<file path="config.mk">
export PLATFORM = sky130hd
export DESIGN_NAME = hilo_muldiv_unit
export DESIGN_NICKNAME = d
export VERILOG_FILES = /design/src/rtl/muldiv_pkg.sv /design/src/rtl/muldiv_step.sv /design/src/rtl/hilo_muldiv_unit.sv
export SDC_FILE = /design/constraint.sdc
export NUM_CORES = 1
export LEC_CHECK = 0
export ABC_CLOCK_PERIOD_IN_PS = 4000
export BUFFER_PORTS_ARGS = -buffer_cell sky130_fd_sc_hd__buf_2
export CELL_PAD_IN_SITES_DETAIL_PLACEMENT = 0
export CELL_PAD_IN_SITES_GLOBAL_PLACEMENT = 1
export CORE_MARGIN = 5
export CORE_UTILIZATION = 30
export CTS_CLUSTER_DIAMETER = 30
export DETAILED_ROUTE_END_ITERATION = 8
export HOLD_SLACK_MARGIN = 0.02
export MAX_ROUTING_LAYER = met4
export PLACE_DENSITY = 0.61
export SLEW_MARGIN = 10
export SYNTH_ARGS = -nofsm -noshare
export SYNTH_HDL_FRONTEND = slang
export SYNTH_HIERARCHICAL = 1
export SYNTH_SLANG_ARGS = --single-unit
</file>
<file path="constraint.sdc">
create_clock -name clk -period 4 [get_ports clk]
set_input_delay 0.6 -clock clk [delete_from_list [all_inputs] [get_ports clk]]
set_output_delay 0.6 -clock clk [all_outputs]
set_load 0.02 [all_outputs]
</file>
<file path="src/rtl/muldiv_pkg.sv">
// Shared constants for the HI/LO multiply/divide engine: op codes, FSM state
// encoding and the quotient returned on a divide by zero.
package muldiv_pkg;

  localparam logic [1:0] OP_MULT  = 2'b00;
  localparam logic [1:0] OP_MULTU = 2'b01;
  localparam logic [1:0] OP_DIV   = 2'b10;
  localparam logic [1:0] OP_DIVU  = 2'b11;

  localparam logic [1:0] S_IDLE = 2'd0;
  localparam logic [1:0] S_CALC = 2'd1;
  localparam logic [1:0] S_FIX  = 2'd2;

  localparam logic [31:0] DIV0_LO = 32'hFFFF_FFFF;

endpackage

</file>
<file path="src/rtl/muldiv_step.sv">
// One combinational iteration of the multiply/divide engine.
// Multiply: radix-2 shift-add on {high partial product, remaining multiplier}.
// Divide: restoring shift-subtract on {partial remainder, remaining dividend};
// the quotient bit is returned separately and the lowest result bit is left 0
// so the caller can drop it in.
module muldiv_step
  import muldiv_pkg::*;
#(
  parameter int WIDTH = 32
) (
  input  logic                 is_div,
  input  logic [2*WIDTH-1:0]   acc,
  input  logic [WIDTH-1:0]     operand,
  output logic [2*WIDTH-1:0]   acc_next,
  output logic                 q_bit
);

  logic [WIDTH:0]   sum;
  logic [WIDTH:0]   top;
  logic [WIDTH-1:0] diff;
  logic             borrow;

  // Compute both the shift-add and the shift-subtract step and pick by mode
  always_comb begin
    sum    = {1'b0, acc[2*WIDTH-1:WIDTH]} + (acc[0] ? {1'b0, operand} : '0);
    top    = {acc[2*WIDTH-1:WIDTH], acc[WIDTH-1]};
    diff   = top[WIDTH-1:0] - operand;
    borrow = top < {1'b0, operand};
    q_bit  = ~borrow;
    if (is_div) begin
      acc_next = {(borrow ? top[WIDTH-1:0] : diff), acc[WIDTH-2:0], 1'b0};
    end else begin
      acc_next = {sum, acc[WIDTH-1:1]};
    end
  end

endmodule

</file>
<file path="src/rtl/hilo_muldiv_unit.sv">
// Multi-cycle MULT/MULTU/DIV/DIVU engine owning the CPU's HI/LO registers.
// Signed operands are converted to magnitudes on entry, the unsigned core
// iterates WIDTH times, and signs are re-applied in the FIX state.
// Optional macro HILO_WRITE_EN adds MTHI/MTLO write ports (idle-only writes).
module hilo_muldiv_unit
  import muldiv_pkg::*;
#(
  parameter int WIDTH = 32
) (
  input  logic             clk,
  input  logic             rst_n,
  input  logic             start_i,
  input  logic [1:0]       op_i,
  input  logic [WIDTH-1:0] a_i,
  input  logic [WIDTH-1:0] b_i,
`ifdef HILO_WRITE_EN
  input  logic             hi_we_i,
  input  logic             lo_we_i,
  input  logic [WIDTH-1:0] wdata_i,
`endif
  output logic             busy_o,
  output logic             done_o,
  output logic             stall_o,
  output logic [WIDTH-1:0] hi_o,
  output logic [WIDTH-1:0] lo_o
);

  localparam int CW = $clog2(WIDTH);

  logic [1:0]         state;
  logic [CW-1:0]      cnt;
  logic               is_div;
  logic               div0;
  logic               neg_q;
  logic               neg_r;
  logic               done;
  logic [2*WIDTH-1:0] acc;
  logic [WIDTH-1:0]   operand;
  logic [WIDTH-1:0]   hi;
  logic [WIDTH-1:0]   lo;

  logic               signed_op;
  logic [WIDTH-1:0]   a_mag;
  logic [WIDTH-1:0]   b_mag;
  logic [2*WIDTH-1:0] step_acc;
  logic               step_q;
  logic [2*WIDTH-1:0] prod;
  logic [WIDTH-1:0]   quo;
  logic [WIDTH-1:0]   rem;
  logic [WIDTH-1:0]   hi_res;
  logic [WIDTH-1:0]   lo_res;

  muldiv_step #(.WIDTH(WIDTH)) u_step (
    .is_div   (is_div),
    .acc      (acc),
    .operand  (operand),
    .acc_next (step_acc),
    .q_bit    (step_q)
  );

  // Operand magnitudes; unsigned ops pass the raw bits straight through
  always_comb begin
    signed_op = ~op_i[0];
    a_mag     = (signed_op && a_i[WIDTH-1]) ? -a_i : a_i;
    b_mag     = (signed_op && b_i[WIDTH-1]) ? -b_i : b_i;
  end

  // Sign correction and result selection written to HI/LO in FIX
  always_comb begin
    prod = neg_q ? -acc : acc;
    quo  = neg_q ? -acc[WIDTH-1:0] : acc[WIDTH-1:0];
    rem  = neg_r ? -acc[2*WIDTH-1:WIDTH] : acc[2*WIDTH-1:WIDTH];
    if (div0) begin
      hi_res = acc[WIDTH-1:0];
      lo_res = WIDTH'(DIV0_LO);
    end else if (is_div) begin
      hi_res = rem;
      lo_res = quo;
    end else begin
      hi_res = prod[2*WIDTH-1:WIDTH];
      lo_res = prod[WIDTH-1:0];
    end
  end

  // Control FSM with iteration counter and working registers
  always_ff @(posedge clk or negedge rst_n) begin
    if (!rst_n) begin
      state   <= S_IDLE;
      cnt     <= '0;
      is_div  <= 1'b0;
      div0    <= 1'b0;
      neg_q   <= 1'b0;
      neg_r   <= 1'b0;
      done    <= 1'b0;
      acc     <= '0;
      operand <= '0;
    end else begin
      done <= 1'b0;
      case (state)
        S_IDLE: begin
          if (start_i) begin
            is_div <= op_i[1];
            cnt    <= '0;
            neg_q  <= signed_op & (a_i[WIDTH-1] ^ b_i[WIDTH-1]);
            neg_r  <= signed_op & a_i[WIDTH-1];
            if (op_i[1] && (b_i == '0)) begin
              div0    <= 1'b1;
              acc     <= {{WIDTH{1'b0}}, a_i};
              operand <= '0;
              state   <= S_FIX;
            end else begin
              div0  <= 1'b0;
              state <= S_CALC;
              if (op_i[1]) begin
                acc     <= {{WIDTH{1'b0}}, a_mag};
                operand <= b_mag;
              end else begin
                acc     <= {{WIDTH{1'b0}}, b_mag};
                operand <= a_mag;
              end
            end
          end
        end
        S_CALC: begin
          acc <= {step_acc[2*WIDTH-1:1], (is_div ? step_q : step_acc[0])};
          cnt <= cnt + 1'b1;
          if (cnt == CW'(WIDTH - 1)) begin
            state <= S_FIX;
          end
        end
        S_FIX: begin
          done  <= 1'b1;
          state <= S_IDLE;
        end
        default: state <= S_IDLE;
      endcase
    end
  end

  // HI/LO architectural registers: result at FIX, optional direct write when idle
  always_ff @(posedge clk or negedge rst_n) begin
    if (!rst_n) begin
      hi <= '0;
      lo <= '0;
    end else if (state == S_FIX) begin
      hi <= hi_res;
      lo <= lo_res;
    end
`ifdef HILO_WRITE_EN
    else if (state == S_IDLE) begin
      if (hi_we_i) hi <= wdata_i;
      if (lo_we_i) lo <= wdata_i;
    end
`endif
  end

  assign busy_o  = (state != S_IDLE);
  assign done_o  = done;
  assign stall_o = busy_o | start_i;
  assign hi_o    = hi;
  assign lo_o    = lo;

endmodule
</file>
# [Word level (Yosys, flattened, before mapping)]
# Index checks and enable logic that the tools add are counted.
[totals] in_bits=69 reg_bits=172 output_inout_bits=67 elab_cells=68
[classes] magnitude_cmp=1 addsub=8 mux=27 bitwise=6 n_reduce_logical=10 n_eq_ne=5
[op_table] operator="32-bit 2-to-1 mux" count=14
[op_table] operator="64-bit 2-to-1 mux" count=3
[op_table] operator="32-bit negator" count=4
[op_table] operator="64-bit case mux with 2 select lines" count=1
[op_table] operator="64-bit negator" count=1
[op_table] operator="32-bit by 33-bit adder with 33-bit output" count=1
[op_table] operator="33-bit by 32-bit < comparator with 1-bit output" count=1
[op_table] operator="32-bit zero test" count=1
[op_table] operator="32-bit subtractor" count=1
[op_table] operator="5-bit case mux with 2 select lines" count=1
[op_table] operator="2-bit 2-to-1 mux" count=3
[op_table] operator="2-bit AND reduction" count=3
[op_table] operator="5-bit by 1-bit adder with 5-bit output (second input constant)" count=1
[op_table] operator="5-bit == test (second input constant)" count=1
[op_table] operator="5-bit 2-to-1 mux" count=1
[op_table] operator="2-bit inequality test (second input constant)" count=2
[op_table] operator="2-bit case mux with 2 select lines" count=1
[op_table] operator="2-bit nonzero test" count=2
[op_table] operator="1-bit logical AND" count=3
[op_table] operator="1-bit 2-to-1 mux" count=3
[op_table] operator="1-bit AND" count=2
[op_table] operator="2-bit by 1-bit == test with 1-bit output (second input constant)" count=1
[op_table] operator="2-bit == test (second input constant)" count=1
[op_table] operator="2-bit zero test" count=1
[op_table] operator="3 further kinds" count=4

# [Longest topological paths before layout]
# Gate-level depths: netlist (run 1).
[logic_depth] depth_word=7 ltp_mapped=16 depth_no_buf=14

# [Modules after synthesis]
# Netlist (run 1), hierarchy kept.
[modules_own_cells] module="hilo_muldiv_unit" area_each_um2=11299.6 instances=1 cells_each=1354 seq_area_each_um2=4304.1
[modules_own_cells] module="muldiv_step" area_each_um2=4683.2 instances=1 cells_each=683 seq_area_each_um2=0.0

# [Least setup slack after synthesis (run 1)]
# OpenSTA, ideal clock, no wires.
[synth_timing] kind="register to register" from="reg acc[0]" to="reg acc[62]" arrival_time_ns=3.208 slack_ns=0.671 path_stages_with_launch=14 t_required_ns=3.879 setup_ns=0.121 cell_sequence="dfrtp_1 clkbuf_1 and2_1 ha_1 a21o_1 a21o_1 a21o_1 a221o_1 a2111oi_4 a21oi_2 a2111o_1 nand3_1 o211ai_1 a22o_1"
[synth_between] elab_chain_len=4
[synth_rtl] element="from (decl)" line="hilo_muldiv_unit.sv:37" text="logic [2*WIDTH-1:0] acc;"
[synth_rtl] element="from (signal assigned)" line="hilo_muldiv_unit.sv:108" text="acc <= {{WIDTH{1'b0}}, a_i};"
[synth_rtl] element="from (signal assigned)" line="hilo_muldiv_unit.sv:115" text="acc <= {{WIDTH{1'b0}}, a_mag};"
[synth_rtl] element="from (signal assigned)" line="hilo_muldiv_unit.sv:118" text="acc <= {{WIDTH{1'b0}}, b_mag};"
[synth_rtl] element="32-bit 2-to-1 mux" line="muldiv_step.sv:25" text="sum = {1'b0, acc[2*WIDTH-1:WIDTH]} + (acc[0] ? {1'b0, operand} : '0);"
[synth_rtl] element="32-bit by 33-bit adder with 33-bit output" line="muldiv_step.sv:25"
[synth_rtl] element="64-bit 2-to-1 mux" line="muldiv_step.sv:30" text="if (is_div) begin"
[synth_rtl] element="via step_acc[62]" line="hilo_muldiv_unit.sv:45" text="logic [2*WIDTH-1:0] step_acc;"
[synth_rtl] element="64-bit case mux with 2 select lines" line="hilo_muldiv_unit.sv:99" text="case (state)"
# The timed path passes the listed nets, and every way through them passes these cells.
# A chain may end at the register's enable or synchronous reset.

# [Final worst setup path (run 1)]
[layout_timing] from="reg acc[31]" to="reg acc[62]"
[layout_between] elab_chain_len=4
[layout_rtl] element="32-bit subtractor / 33-bit by 32-bit < comparator with 1-bit output (equally long branches)" line="muldiv_step.sv:27, muldiv_step.sv:28"
[layout_rtl] element="32-bit 2-to-1 mux *" line="muldiv_step.sv:31" text="acc_next = {(borrow ? top[WIDTH-1:0] : diff), acc[WIDTH-2:0], 1'b0};"
[layout_rtl] element="64-bit 2-to-1 mux *" line="muldiv_step.sv:30"
[layout_rtl] element="via step_acc[62]" line="hilo_muldiv_unit.sv:45"
[layout_rtl] element="64-bit case mux with 2 select lines *" line="hilo_muldiv_unit.sv:99"
# The timed path passes the listed nets; every way through them passes the cells marked *.

==> results of run 1 <==
[synthesized netlist by cell type, types with 61 or more instances]
cell type / count / area, um^2
o21ai_0: 101 / 505
a21oi_1: 167 / 836
inv_1: 61 / 229
nor3_1: 73 / 365
nor2_1: 166 / 623
nand3_1: 67 / 335
xor2_1: 63 / 552
nand2_1: 208 / 781
xnor2_1: 84 / 736
dfrtp_1: 172 / 4300
clkbuf_1: 102 / 383
ha_1: 70 / 876
[power breakdown]
group          internal, uW  leakage, uW  switching (uW)
logic                  4840      0.00545            6920
clock network          1100     0.000314             835
registers              2390      0.00217             906
[final cells by class]
cell class	count	area, um^2	share of cell area, %
Timing Repair Buffer	237	1470	7.98
Clock buffer	19	453	2.46
Inverter	63	244	1.32
Sequential cell	172	4310	23.4
Tap cell	688	861	4.67
Antenna cell	2	5.00	0.0271
Multi-Input combinational cell	1671	10900	59.1
Clock inverter	13	199	1.08
[sequential cells by signal (all words and copies together) (netlist names)]
register / flops
div0: 1
lo_o: 32
neg_q: 1
acc: 64
cnt: 5
hi_o: 32
state: 2
done_o: 1
neg_r: 1
is_div: 1
operand: 32
[path summary, 6_finish.rpt]
check	startpoint	end	slack (ns)	depth (start not counted)
max in group asynchronous	rst_n	is_div	3.03	1
min in group clk	a_i[5]	acc[5]	0.46	3
setup / recovery	acc[31]	acc[62]	0.06	14
setup reg to reg	acc[31]	acc[62]	0.06	14
hold / removal	rst_n	done_o	0.18	1
hold reg to reg	lo_o[0]	lo_o[0]	0.48	2
[timing repair]
action	4_1_cts	5_1_grt
buffers inserted	0	0
setup endpoints to repair	0	1
resized for setup	0	1
[metal layers]
metal / wire, um / vias up / track usage [%]
met5: 0 / - / -
met4: 2280 / 0 / 7.68
met3: 3890 / 102 / 2.99
met2: 31400 / 574 / 37.4
met1: 31500 / 8124 / 32.6
li1: - / 7779 / -
[cells by family after synthesis]
logic type / count (synthesis) / share of synthesized area, %
XOR/XNOR: 147 / 8.06
flip-flops: 172 / 26.9
AO/OA/AOI/OAI: 616 / 25.8
multiplexers: 72 / 4.78
AND/OR/NAND/NOR: 764 / 23.7
buffers and inverters: 194 / 4.98
adder cells (fa/ha/maj): 72 / 5.73
[critical path, cell delays in order, from the launching register on]
cell       delay, ns
dfrtp_1         0.54
inv_1           0.15
ha_1            0.24
inv_1           0.07
fa_1            0.22
a21o_1          0.15
a31o_2          0.20
o2111ai_1       0.15
a21oi_1         0.58
a221oi_2        0.16
o31ai_2         0.34
mux2i_1         0.12
o311ai_0        0.50
o211ai_1        0.17
a22o_1          0.23
[stage by stage]
step                area [um^2]  setup WS (ns)  hold WS, ns  utilization [%]  cells
finish                    18400         0.0586        0.182             35.0   2865
global route              18400         0.0228        0.267             35.0   2863
CTS                       18400          0.228        0.243             35.0   2863
detailed placement        17800          0.284        0.467             33.8   2831
global placement          17800          0.272        0.450             33.8   2831
floorplan                 16000          0.671        0.304                -   2037
[layout by cell type, fill, tap and decap left out, types with 16 or more instances in the layout]
cell and count:
clkbuf_16 17, o22ai_1 16, xor2_1 63, buf_2 134, o41ai_1 20, nand3_1 67
nor3_1 73, a21oi_1 167, a31oi_1 60, dfrtp_1 170, nor4_1 36, mux2i_1 37
a22oi_1 17, inv_1 60, nand2b_1 23, ha_1 70, mux2_2 35, o31ai_1 30
and2_1 41, buf_4 100, o21ai_0 100, xnor2_1 84, o211ai_1 19, or3_1 24
a22o_1 37, a21o_1 33, and3_1 27, nor2b_1 17, nor2_1 164, nand2_1 207
nand4_1 20
==> impl_metrics.tcl, run 1 <==
set metrics [dict create \
    status "finished clean" \
    synth.net_count 2178 \
    fin_crit_sh_pct 98.5 \
    synth-seq-area-share_pct 26.9 \
    fin_crit_ns 3.94 \
    worstPathRequired_ns 4.36 \
    port_buffers 135 \
    hold_path.class "in2async" \
    grt_pass1_wl_mm 104 \
    power_uw 17000 \
    drv_slew 0 \
    die_h_um 241 \
    ys.flop_type "dfrtp_1" \
    maxCapViolCount 0 \
    cts_sinks 172 \
    syn-cell-area_um2 16000 \
    antenna_found_initial 4 \
    synth_cell_type_count 91 \
    setup_viol_count_final 0 \
    arrival_ns 4.30 \
    setup_tns_ns 0 \
    grt_pass1_vias 16300 \
    fmax_mhz 254 \
    num_io_pins 136 \
    core_area_um2 52700 \
    vias 16600 \
    p_leak_uw 0.00793 \
    n_fill_cell 5584 \
    cts_tree "done" \
    tightest_slew_ns 1.07 \
    async_flop_share_pct 100 \
    crit_path_end_kind "register" \
    grt_max_degree 91 \
    routed_via_density 5.79 \
    relSlewSlack_pct 27.6 \
    post_drt_wl_per_cell_um 24.1 \
    row_count 84 \
    clkTransAtPathRegs_ns 0.08 \
    startpoint_type "register" \
    finClkSkew_ns 0.0193 \
    grt-ovfl-total 0 \
    critPathKind "reg2reg" \
    first_pass_iters 6 \
    grt_util_all_layers_pct 24.0 \
    routed_wl_mm 69.0 \
    drive_above_1_share_pct 16.4 \
    synth_area_per_cell_um2 7.85 \
    die_w_um 241 \
    p_per_area_nw_per_um2 921 \
    clock_path_buffers 2 \
    numCtsBuffers 17 \
    hold_buffers 0 \
    start_util_pct 30.4 \
    worstSkewPairLatency_ns 0.48 \
    htree_levels 4 \
    dieArea_um2 58000 \
    peakVddDrop_v 0.000497 \
    dp_hpwl_mm 53.3 \
    ys_ff_latch 172 \
    drt_iter0_drc 1440 \
    syn2layout_area_growth_pct 15.4 \
    yosysWarnings 6 \
    drc 0 \
    final_net_count 2303 \
    rsz0062_at_grt "false" \
    gp_congestion 0.967 \
    syn_inst 2037 \
    synth_edf_count 0 \
    worstPathMaxFanout 6 \
    hold_viol 0 \
    cts-root-buf "clkbuf_16" \
    ant_nets 0 \
]
No activity file was read; power rests on OpenSTA's default activity.
==> run 2: changes to the inputs <==
--- a/config.mk
+++ b/config.mk
@@ -7,15 +7,13 @@
 export LEC_CHECK = 0
 export ABC_CLOCK_PERIOD_IN_PS = 4000
 export BUFFER_PORTS_ARGS = -buffer_cell sky130_fd_sc_hd__buf_2
-export CELL_PAD_IN_SITES_DETAIL_PLACEMENT = 0
-export CELL_PAD_IN_SITES_GLOBAL_PLACEMENT = 1
 export CORE_MARGIN = 5
 export CORE_UTILIZATION = 30
 export CTS_CLUSTER_DIAMETER = 30
 export DETAILED_ROUTE_END_ITERATION = 8
 export HOLD_SLACK_MARGIN = 0.02
 export MAX_ROUTING_LAYER = met4
-export PLACE_DENSITY = 0.61
+export PLACE_DENSITY = 0.5
 export SLEW_MARGIN = 10
 export SYNTH_ARGS = -nofsm -noshare
 export SYNTH_HDL_FRONTEND = slang
==> run 2 against run 1 <==
Via count rose by 0.84%; cell count fell by 0.31%; clock power fell by 11%; routed wire length fell by 1.7%; largest cell class unchanged; sequential power rose by 4%; register-to-register slack improved by 0.10 ns; hold slack improved by 0.078 ns; critical endpoint is now acc[63]; count of clock-buffer cells in the layout rose by 1; combinational power barely moved; total power fell by 2.1%; critical path depth fell by 1; die area did not move.
==> impl_metrics.tcl, run 2 (synthesis results as in run 1) <==
set metrics [dict create \
    pwr-share-seq_pct 20.6 \
    status "finished clean" \
    routed_wl_mm 67.9 \
    worstSkewPairLatency_ns 0.47 \
    crit_slowest_cell "dfrtp_1" \
    cts_tree "done" \
    vias 16700 \
    worstPathMaxFanout 15 \
    startpoint_type "register" \
    die_w_um 241 \
    grt_util_all_layers_pct 23.4 \
    finClkSkew_ns 0.0161 \
    die_h_um 241 \
    pwr-share-clk_pct 10.3 \
    setup_viol_count_final 0 \
    path_cells "and2_1, ha_1, fa_1, a21oi_1, o22ai_1, o21ai_0, a21oi_1, a31oi_1, o311a_1, nand2b_1, a21boi_0, o31a_1, a22o_1" \
    clock_path_buffers 2 \
    syn2layout_area_growth_pct 14.5 \
    row_count 84 \
    worstPathRequired_ns 4.35 \
    final_cell_mix "207 x nand2_1, 170 x dfrtp_1, 167 x a21oi_1, 164 x nor2_1, 134 x buf_2" \
    fin_crit_sh_pct 96.0 \
    hold_path.class "in2async" \
    cts-root-buf "clkbuf_16" \
    hold_buffers 0 \
    dieArea_um2 58000 \
    p_per_area_nw_per_um2 909 \
    grt-ovfl-total 0 \
    final_util_pct 34.8 \
    rsz0062_at_grt "false" \
    clkTransAtPathRegs_ns 0.08 \
    crit_path_end_kind "register" \
    top_register "acc" \
    grt_pass1_vias 15900 \
    drt_iter0_drc 1631 \
    fin_crit_ns 3.84 \
    hold_slack_ns 0.260 \
    critPathKind "reg2reg" \
    combPwrFrac_pct 69.1 \
    first_pass_iters 6 \
    placed_area_um2 17700 \
    relSlewSlack_pct 34.2 \
    largest_reg_flops 64 \
    drc 0 \
    cts_sinks 172 \
    final_net_count 2294 \
    num_io_pins 136 \
    grt_pass1_wl_mm 101 \
    tightest_slew_ns 0.983 \
    mostFrequentLayoutCell "nand2_1" \
    antenna_found_initial 1 \
    drv_slew 0 \
    routed_via_density 5.85 \
    cp_top_family "compound AO/OA/AOI/OAI gates" \
    grt_max_degree 99 \
    final_area_um2 18300 \
    port_buffers 135 \
    p_leak_uw 0.00785 \
    peakVddDrop_v 0.000399 \
    core_area_um2 52700 \
    hold_viol 0 \
    maxCapViolCount 0 \
    intPower_uw 8000 \
    critPathBufInv 0 \
    post_drt_wl_per_cell_um 23.8 \
    p_sw_share_pct 51.9 \
    cp_common_cell "a21oi_1" \
    gp_congestion 0.980 \
    setup_tns_ns 0 \
    fmax_mhz 260 \
    htree_levels 4 \
    switching_power_uw 8640 \
    arrival_ns 4.19 \
    numCtsBuffers 17 \
    drive_above_1_share_pct 16.0 \
    start_util_pct 30.4 \
    dp_hpwl_mm 52.6 \
    ant_nets 0 \
    slowest_delay_ns 0.54 \
]
-- run 2: cell types whose count changed in the layout (fill, tap and decap cells not counted), sizes merged --
cell    delta
buf        -9
bufinv     -4
clkinv     +3
clkbuf     +1
-- run 2: cell type report --
cell class / count / area (um^2)
fill: 5555 / 34400
inverter: 63 / 244
multi-input combinational: 1671 / 10900
antenna: 2 / 5.00
timing repair buffer: 228 / 1390
clock inverter: 12 / 120
clock buffer: 20 / 457
tap: 688 / 861
sequential: 172 / 4310
-- run 2: worst paths after layout --
path                               from  endpoint  slack, ns  depth (start not counted)
min in group clk                lo_o[0]   lo_o[0]       0.47                          2
worst min register to register  lo_o[0]   lo_o[0]       0.47                          2
worst max register to register   acc[0]   acc[63]       0.16                         13
max in group asynchronous         rst_n   acc[44]       2.80                          2
worst min-delay path              rst_n    done_o       0.26                          1
worst max-delay path             acc[0]   acc[63]       0.16                         13
-- run 2: per-layer routing --
metal	wire length [um]	up-vias	global-route usage, %
met2	29500	725	34.3
li1	-	7742	-
met5	0	-	-
met3	4970	101	4.14
met4	2700	0	9.10
met1	30700	8151	32.3
-- run 2: metrics by stage --
stage          setup slack [ns]  std cells  total power, uW
6_report                  0.161       2856            16600
5_1_grt                 0.00463       2855            17800
4_1_cts                   0.241       2854            16500
3_5_place_dp              0.257       2822            14700
3_3_place_gp              0.300       2822            14700
2_1_floorplan             0.671       2037            11200
-- run 2: power groups by stage --
stage               registers (uW)  logic (uW)  clock network, uW
finish                        3430       11500               1710
global route                  3510       12500               1800
CTS                           3410       11300               1750
detailed placement            3440       11300                  0
global placement              3430       11300                  0
floorplan                     3100        8060                  0
-- run 2: timing repair --
action / in CTS / in global routing
setup endpoints to repair: 0 / 1
buffers inserted: 0 / 0
gates resized for setup: 0 / 1
